--- config.mk ---
export PLATFORM = sky130hd
export DESIGN_NAME = dist_collector
export DESIGN_NICKNAME = d
export VERILOG_FILES = /design/src/rtl/dist_collector.sv
export SDC_FILE = /design/constraint.sdc
export NUM_CORES = 1
export LEC_CHECK = 0
export CAP_MARGIN = 20
export CORE_ASPECT_RATIO = 0.5
export CORE_MARGIN = 3
export CORE_UTILIZATION = 30
export DETAILED_ROUTE_END_ITERATION = 8
export DONT_BUFFER_PORTS = 1
export GPL_ROUTABILITY_DRIVEN = 1
export PLACE_DENSITY_LB_ADDON = 0.12
export REMOVE_ABC_BUFFERS = 1
export SKIP_CTS_REPAIR_TIMING = 1
export SYNTH_ARGS = -nofsm -noshare
export SYNTH_HDL_FRONTEND = slang
export SYNTH_SLANG_ARGS = --single-unit
--- constraint.sdc ---
create_clock -name clk -period 3.7 [get_ports clk]
set_clock_uncertainty 0.05 [all_clocks]
set_input_delay 0.74 -clock clk [delete_from_list [all_inputs] [get_ports clk]]
set_output_delay 0.74 -clock clk [all_outputs]
set_load 0.02 [all_outputs]
--- src/rtl/dist_collector.sv ---
// Collects one wavefront of PE results with a per-lane valid mask and streams
// the masked-valid lanes out, lowest lane first, tagged with lane id and last.
// Ports: clk/rst (sync, active-high); i_data_bus/i_valid_mask/i_valid/o_ready
// wavefront input; o_data/o_pe_id/o_last/o_valid/i_ready beat output;
// o_wave_cnt counts retired wavefronts, including empty-mask ones.
// Latency: first beat appears the cycle after acceptance, then one beat per
// cycle. Backpressure: o_ready drops while draining, except on the accepted
// last beat, so that a new wavefront can follow with no bubble.
module dist_collector #(
  parameter  int DATA_TYPE = 16,
  parameter  int NUM_PES   = 8,
  localparam int ID_W      = $clog2(NUM_PES)
) (
  input  logic                           clk,
  input  logic                           rst,
  input  logic [NUM_PES*DATA_TYPE-1:0]   i_data_bus,
  input  logic [NUM_PES-1:0]             i_valid_mask,
  input  logic                           i_valid,
  output logic                           o_ready,
  output logic [DATA_TYPE-1:0]           o_data,
  output logic [ID_W-1:0]                o_pe_id,
  output logic                           o_last,
  output logic                           o_valid,
  input  logic                           i_ready,
  output logic [15:0]                    o_wave_cnt
);

  typedef enum logic {IDLE, DRAIN} state_t;

  state_t                         state_q, state_d;
  logic [NUM_PES*DATA_TYPE-1:0]   data_q, data_d;
  logic [NUM_PES-1:0]             mask_q, mask_d;
  logic [15:0]                    wave_cnt_q, wave_cnt_d;

  logic [ID_W-1:0]      sel_id;
  logic [DATA_TYPE-1:0] sel_data;
  logic                 one_left;
  logic                 accept;
  logic                 retire;
  logic [1:0]           cnt_inc;

  // Lowest set bit of the remaining mask; scanning downward lets the lowest
  // index win.
  always_comb begin
    sel_id   = '0;
    sel_data = '0;
    for (int k = NUM_PES - 1; k >= 0; k--) begin
      if (mask_q[k]) begin
        sel_id   = ID_W'(k);
        sel_data = data_q[k*DATA_TYPE +: DATA_TYPE];
      end
    end
  end

  // Exactly one bit left: nonzero and clearing the lowest bit leaves zero.
  assign one_left = (mask_q != '0) && ((mask_q & (mask_q - NUM_PES'(1))) == '0);

  // Outputs come only from registered state; forced to zero outside DRAIN.
  assign o_valid    = (state_q == DRAIN);
  assign o_data     = o_valid ? sel_data : '0;
  assign o_pe_id    = o_valid ? sel_id   : '0;
  assign o_last     = o_valid & one_left;
  assign o_wave_cnt = wave_cnt_q;

  assign o_ready = !rst && ((state_q == IDLE) || (o_last && i_ready));
  assign accept  = i_valid & o_ready;
  assign retire  = o_valid & i_ready;

  always_comb begin
    state_d    = state_q;
    data_d     = data_q;
    mask_d     = mask_q;
    cnt_inc    = 2'd0;

    if (retire) begin
      mask_d = mask_q & (mask_q - NUM_PES'(1));
      if (o_last) begin
        state_d = IDLE;
        cnt_inc = cnt_inc + 2'd1;
      end
    end

    // Accept can coincide with the final retire; the new wavefront overrides
    // the (now empty) mask. An empty-mask wavefront retires immediately.
    if (accept) begin
      if (i_valid_mask != '0) begin
        data_d  = i_data_bus;
        mask_d  = i_valid_mask;
        state_d = DRAIN;
      end else begin
        cnt_inc = cnt_inc + 2'd1;
      end
    end

    wave_cnt_d = wave_cnt_q + 16'(cnt_inc);
  end

  always_ff @(posedge clk) begin
    if (rst) begin
      state_q    <= IDLE;
      data_q     <= '0;
      mask_q     <= '0;
      wave_cnt_q <= '0;
    end else begin
      state_q    <= state_d;
      data_q     <= data_d;
      mask_q     <= mask_d;
      wave_cnt_q <= wave_cnt_d;
    end
  end

endmodule

==> results of run 1 <==
kinds of logic (layout without fill, tap and decap cells):
family,Yosys count,count (layout)
AO/OA/AOI/OAI,114,114
XOR/XNOR,12,12
adder cells (fa/ha/maj),4,4
buffers and inverters,115,106
flip-flops,153,153
multiplexers,128,128
AND/OR/NAND/NOR,403,403
synthesized netlist by cell type (all sizes together):
| cell | n |
|---|---|
| nand2 | 300 |
| dfxtp | 153 |
| mux2i | 128 |
| clkbuf | 58 |
| nor2 | 53 |
| a221oi | 48 |
| inv | 37 |
| a21oi | 24 |
| buf | 19 |
| o211ai | 19 |
| or3 | 17 |
| nand3 | 9 |
| xor2 | 9 |
| o2bb2ai | 8 |
| nor2b | 5 |
| nor3 | 5 |
| nand4 | 4 |
| o21ai | 4 |
| and2 | 3 |
| ha | 3 |
| or4 | 3 |
| xnor2 | 3 |
| a211o | 2 |
| and4 | 2 |
| a2111oi | 1 |
| a21boi | 1 |
| a21o | 1 |
| a311oi | 1 |
| and3 | 1 |
| clkinv | 1 |
| fa | 1 |
| nor4 | 1 |
| o211a | 1 |
| o21bai | 1 |
| o221ai | 1 |
| o22ai | 1 |
| o311ai | 1 |
final cells by class:
cell class,instances,area (µm²)
Sequential cell,153,3070
Multi-Input combinational cell,661,3970
Clock buffer,27,523
Timing Repair Buffer,39,330
Inverter,38,150
Tap cell,336,420
Fill cell,2607,15900
Clock inverter,2,35.0
per-layer routing:
layer  vias up  global-route usage (%)
li1       3104                       -
met1      2975                    22.8
met3        19                    5.11
met4         0                    4.63
met5         -                       0
met2       100                    26.2
registers in the layout (all words and copies together) (netlist names):
| name | cells |
|---|---|
| o_wave_cnt | 16 |
| data_q | 128 |
| mask_q | 8 |
| o_valid | 1 |
through the flow:
stage / std cells / total power [W] / cell area, µm² / worst slack, ns
2_1_floorplan: 852 / 0.00247 / 7160 / -7.95
4_1_cts: 1256 / 0.00431 / 8500 / 0.286
3_3_place_gp: 1227 / 0.00257 / 7940 / 0.354
5_1_grt: 1256 / 0.00445 / 8500 / 0.0558
3_5_place_dp: 1227 / 0.00258 / 7940 / 0.320
6_report: 1256 / 0.00423 / 8500 / 0.298
layout by cell type, fill, tap and decap left out, drive strengths merged, types with 5 or more instances in the layout:
cell type / n
a21oi: 24
a221oi: 48
buf: 39
clkbuf: 27
dfxtp: 153
inv: 37
mux2i: 128
nand2: 300
nand3: 9
nor2: 53
nor2b: 5
nor3: 5
o211ai: 19
o2bb2ai: 8
or3: 17
xor2: 9
where the power goes:
group / switching [W] / internal (W)
combinational: 0.000409 / 0.000275
sequential: 0.0000802 / 0.00177
clock: 0.000675 / 0.00102
total: 0.00116 / 0.00307
worst max-delay path by stage:
stage	from	to	slack [ns]
2_1_floorplan	mask_q[3]$_SDFF_PP0_	data_q[0]$_SDFFE_PP0P_	-7.95
3_3_place_gp	mask_q[2]$_SDFF_PP0_	o_wave_cnt[12]$_SDFF_PP0_	0.35
3_5_place_dp	mask_q[2]$_SDFF_PP0_	o_wave_cnt[12]$_SDFF_PP0_	0.32
4_1_cts	mask_q[6]$_SDFF_PP0_	o_data[9]	0.29
5_1_grt	mask_q[2]$_SDFF_PP0_	o_wave_cnt[12]$_SDFF_PP0_	0.06
6_report	mask_q[2]$_SDFF_PP0_	o_wave_cnt[12]$_SDFF_PP0_	0.30
worst reg2reg max path, cell delays in order (launching register included):
cell,delay (ns)
dfxtp_1,0.36
or4_4,0.57
a221oi_2,0.35
o22ai_1,0.15
nor2_1,0.14
ha_1,0.15
o211a_1,0.17
ha_1,0.16
inv_1,0.05
fa_1,0.37
nor2b_1,0.29
and2_1,0.20
nand3_1,0.09
xor2_1,0.16
nor2_1,0.09
==> results.toml, run 1 <==
[final_layout]
areaGrowthSynthToFinish_pct = 12.7
utilization_pct = 34.9
nets = 1054
layout-drive-gt1-share_pct = 8.26
n_antenna_cell = 0

[grt]
grt_pass1_vias = 6162
globalRouteTotalUtil_pct = 16.9
grt_max_degree = 190
antenna_found_initial = 1
overflow = 0
grt_pass1_wl_mm = 35.3

[floorplan]
io_pins = 178
initial_core_util_pct = 31.0
fp-row-count = 40
die-area_mm2 = 0.0272
fp.dieW_um = 230
core_mm2 = 0.0244
fp.dieH_um = 118

[setup_path]
cp-end-kind = "flop"
cp.arrival_ns = 3.72
reg2reg_from = "mask_q[2]$_SDFF_PP0_"
r2r_slack_ns = 0.30
worst_setup_path_start_kind = "flop"
cp.required_ns = 4.02
cp.depth = 14
worstPathCellList = "or4_4 > a221oi_2 > o22ai_1 > nor2_1 > ha_1 > o211a_1 > ha_1 > inv_1 > fa_1 > nor2b_1 > and2_1 > nand3_1 > xor2_1 > nor2_1"
slowest_stage = "or4_4"
r2r_end = "o_wave_cnt[12]$_SDFF_PP0_"
r2r_cells = 14
crit_path_max_fanout = 6
path_buf_inv = 1
crit_family = "simple AND/OR/NAND/NOR gates"
path_class = "flop to flop"
max_stage_delay_ns = 0.57

[drt]
drc = 0
wl_met1_mm = 10.9
met3_length_mm = 1.12
drtPass1Iterations = 5
dr_wl_met2_mm = 10.3
highest_layer = "met4"
wl_mm = 22.6
drt_iter0_markers = 429
ant_nets = 0
viasPerCell = 4.93
vias = 6198
routedWlPerCell_um = 18.0

[yosys]
syn_inst = 929
synth_area_mm2 = 0.00754
synth-compound-area-share_pct = 11.7
synthXorXnorAreaFrac_pct = 1.39
ys_types = 43
synth_top_area_cell = "dfxtp_1"
synth_top_family_by_area = "simple AND/OR/NAND/NOR gates"
avgSynthCellArea_um2 = 8.12
synth_seq_cells = 153
synth_area_leaders = "dfxtp_1, mux2i_1, nand2_1"
yosysSeqAreaShare_pct = 40.6
synth-simple-area-share_pct = 21.6
synth.top_cell.area_share_pct = 40.6
synth_fa_ha_area_share_pct = 0.763
yosysWarnings = 0
muxShareOfSynthArea_pct = 17.0

[place]
io_buffers = 0
hpwl_mm = 15.5
place_congestion = 0.760

[timing]
worst_slew_pin_slew_ns = 0.868
rsz0062_at_grt = "no"
finalHoldViolCount = 0
max_freq_ghz = 0.294
hold_slack_ns = 0.324
fin_tns_setup_ns = 0
slew_viol_final = 0
relSlewSlack_pct = 42.2
fin_crit_sh_pct = 91.9
setup_viol = 0
min_period_ns = 3.40

[worst_hold_path]
min_from = "rst"
hold_path_depth = 1
hold_class = "input port to flop"
min_to = "o_wave_cnt[1]$_SDFF_PP0_"

[clock_tree]
clkSinkCount = 153
path_clk_slew_ns = 0.06
clockBufferDepth = 2
cts_tree = "done"
clk_latency_ns = 0.43
root_buffer = "clkbuf_16"
cts_max_level = 4
numCtsBuffers = 17

[power_and_ir_drop]
peakVddDrop_uv = 286
p_per_area_mw_per_mm2 = 498
p_leak_nw = 3.32

[run]
drv_cap = 0

[run_status]
status = "finished, final reports clean"
(Power assumes the default switching activity.)
==> run 2, diff against run 1 <==
==> constraint.sdc (replaced) <==
create_clock -name clk -period 3.6 [get_ports clk]
set_clock_uncertainty 0.05 [all_clocks]
set_input_delay 0.72 -clock clk [delete_from_list [all_inputs] [get_ports clk]]
set_output_delay 0.72 -clock clk [all_outputs]
set_load 0.02 [all_outputs]
==> run 2 against run 1 <==
Power is 3.7% higher; final cell count is 0.48% higher; wire length is 1.9% lower; non-clock buffer count is 4 higher; clock power is 5% higher; setup slack worse by 0.056 ns; register-to-register slack better by 0.05 ns; highest routed layer unchanged.
==> results.toml, run 2 (synthesis gave the netlist of run 1 again) <==
[run_status]
status = "finished, final reports clean"

[grt]
antenna_found_initial = 0
overflow = 0
grt_pass1_vias = 6132
grt_max_degree = 77
globalRouteTotalUtil_pct = 16.4
grt_pass1_wl_mm = 34.6

[floorplan]
die-area_mm2 = 0.0272
core_mm2 = 0.0244
fp-row-count = 40
fp.dieW_um = 230
io_pins = 178
fp.dieH_um = 118
initial_core_util_pct = 31.0

[setup_path]
cp-end-kind = "output port"
worst_setup_path_start_kind = "flop"
path_class = "flop to output port"
r2r_cells = 14
cp.arrival_ns = 2.59
cp.required_ns = 2.83
crit_path_max_fanout = 36

[clock_tree]
root_buffer = "clkbuf_16"
cts_max_level = 4
clockBufferDepth = 2
numCtsBuffers = 17
clkSinkCount = 153
path_clk_slew_ns = 0.06
cts_tree = "done"
clk_latency_ns = 0.43

[timing]
finalHoldViolCount = 0
fin_crit_sh_pct = 93.3
relSlewSlack_pct = 48.0
min_period_ns = 3.36
max_freq_ghz = 0.298
rsz0062_at_grt = "no"
slew_viol_final = 0
setup_viol = 0
hold_slack_ns = 0.298
worst_slew_pin_slew_ns = 0.774

[drt]
wl_mm = 22.1
ant_nets = 0
drc = 0
drtPass1Iterations = 4
routedWlPerCell_um = 17.5
viasPerCell = 4.93
drt_iter0_markers = 322
vias = 6218

[power_and_ir_drop]
power.share.clock_pct = 40.6
p_sw_w = 0.00122
pwr-share-comb_pct = 16.3
power.share.switching_pct = 27.8
peakVddDrop_uv = 321
intPower_w = 0.00317
p_leak_nw = 3.34
finalPower_w = 0.00439
p_per_area_mw_per_mm2 = 513
power_frac_seq_pct = 43.1

[final_layout]
utilization_pct = 35.1
n_antenna_cell = 0
nets = 1058
top_register = "data_q"
most-common-layout-cells = "nand2_1, dfxtp_1, mux2i_1"
areaGrowthSynthToFinish_pct = 13.3
largest_reg_flops = 128
final_common_cell = "nand2_1"
nFillCells = 2617
layout-drive-gt1-share_pct = 9.40

[worst_hold_path]
hold_class = "input port to flop"
hold_path_depth = 1

[place]
io_buffers = 0
place_congestion = 0.791
hpwl_mm = 15.3

[run]
drv_cap = 0
run 2: layer usage:
metal / vias up / wire (µm) / GRT usage [%]
li1: 3112 / - / -
met3: 15 / 1120 / 4.58
met5: - / 0 / 0
met2: 114 / 10200 / 25.9
met1: 2977 / 10600 / 21.9
met4: 0 / 242 / 4.90
run 2: worst paths after layout:
| path | to | startpoint | slack, ns |
|---|---|---|---|
| min reg2reg | data_q[71]$_SDFFE_PP0P_ | data_q[71]$_SDFFE_PP0P_ | 0.41 |
| min | o_wave_cnt[1]$_SDFF_PP0_ | rst | 0.30 |
| max reg2reg | o_wave_cnt[12]$_SDFF_PP0_ | mask_q[2]$_SDFF_PP0_ | 0.35 |
| max | o_data[1] | mask_q[4]$_SDFF_PP0_ | 0.24 |
run 2: final cells by class:
class                           count  area [µm²]  area share [%]
Sequential cell                   153        3070            35.9
Timing Repair Buffer               43         352            4.11
Clock inverter                      9        97.6            1.14
Inverter                           38         154            1.80
Clock buffer                       22         474            5.55
Multi-Input combinational cell    661        3980            46.6
Tap cell                          336         420            4.92
run 2: stage by stage:
stage          area (µm²)  TNS [ns]  instances  worst slack (ns)
3_5_place_dp         7960         0       1231             0.301
5_1_grt              8550         0       1262            0.0664
3_3_place_gp         7960         0       1231             0.306
4_1_cts              8530         0       1262            0.0930
6_report             8550         0       1262             0.242
2_1_floorplan        7160  -1139.88        852             -8.05
run 2: critical path, cell delays in order, from the launching register on:
cell	delay (ns)
dfxtp_2	0.38
buf_6	0.34
nor2_2	0.08
buf_4	0.20
o211ai_1	0.13
a221oi_1	0.14
or3_1	0.37
a221oi_1	0.29
buf_4	0.21
run 2: power groups by stage:
stage,registers (W),logic (W),clock network (W)
after CTS,0.00189,0.000726,0.00184
final,0.00189,0.000716,0.00178
after global placement,0.00192,0.000715,0
after floorplan,0.00194,0.000597,0
after global routing,0.00191,0.000796,0.00191
after detailed placement,0.00193,0.000724,0
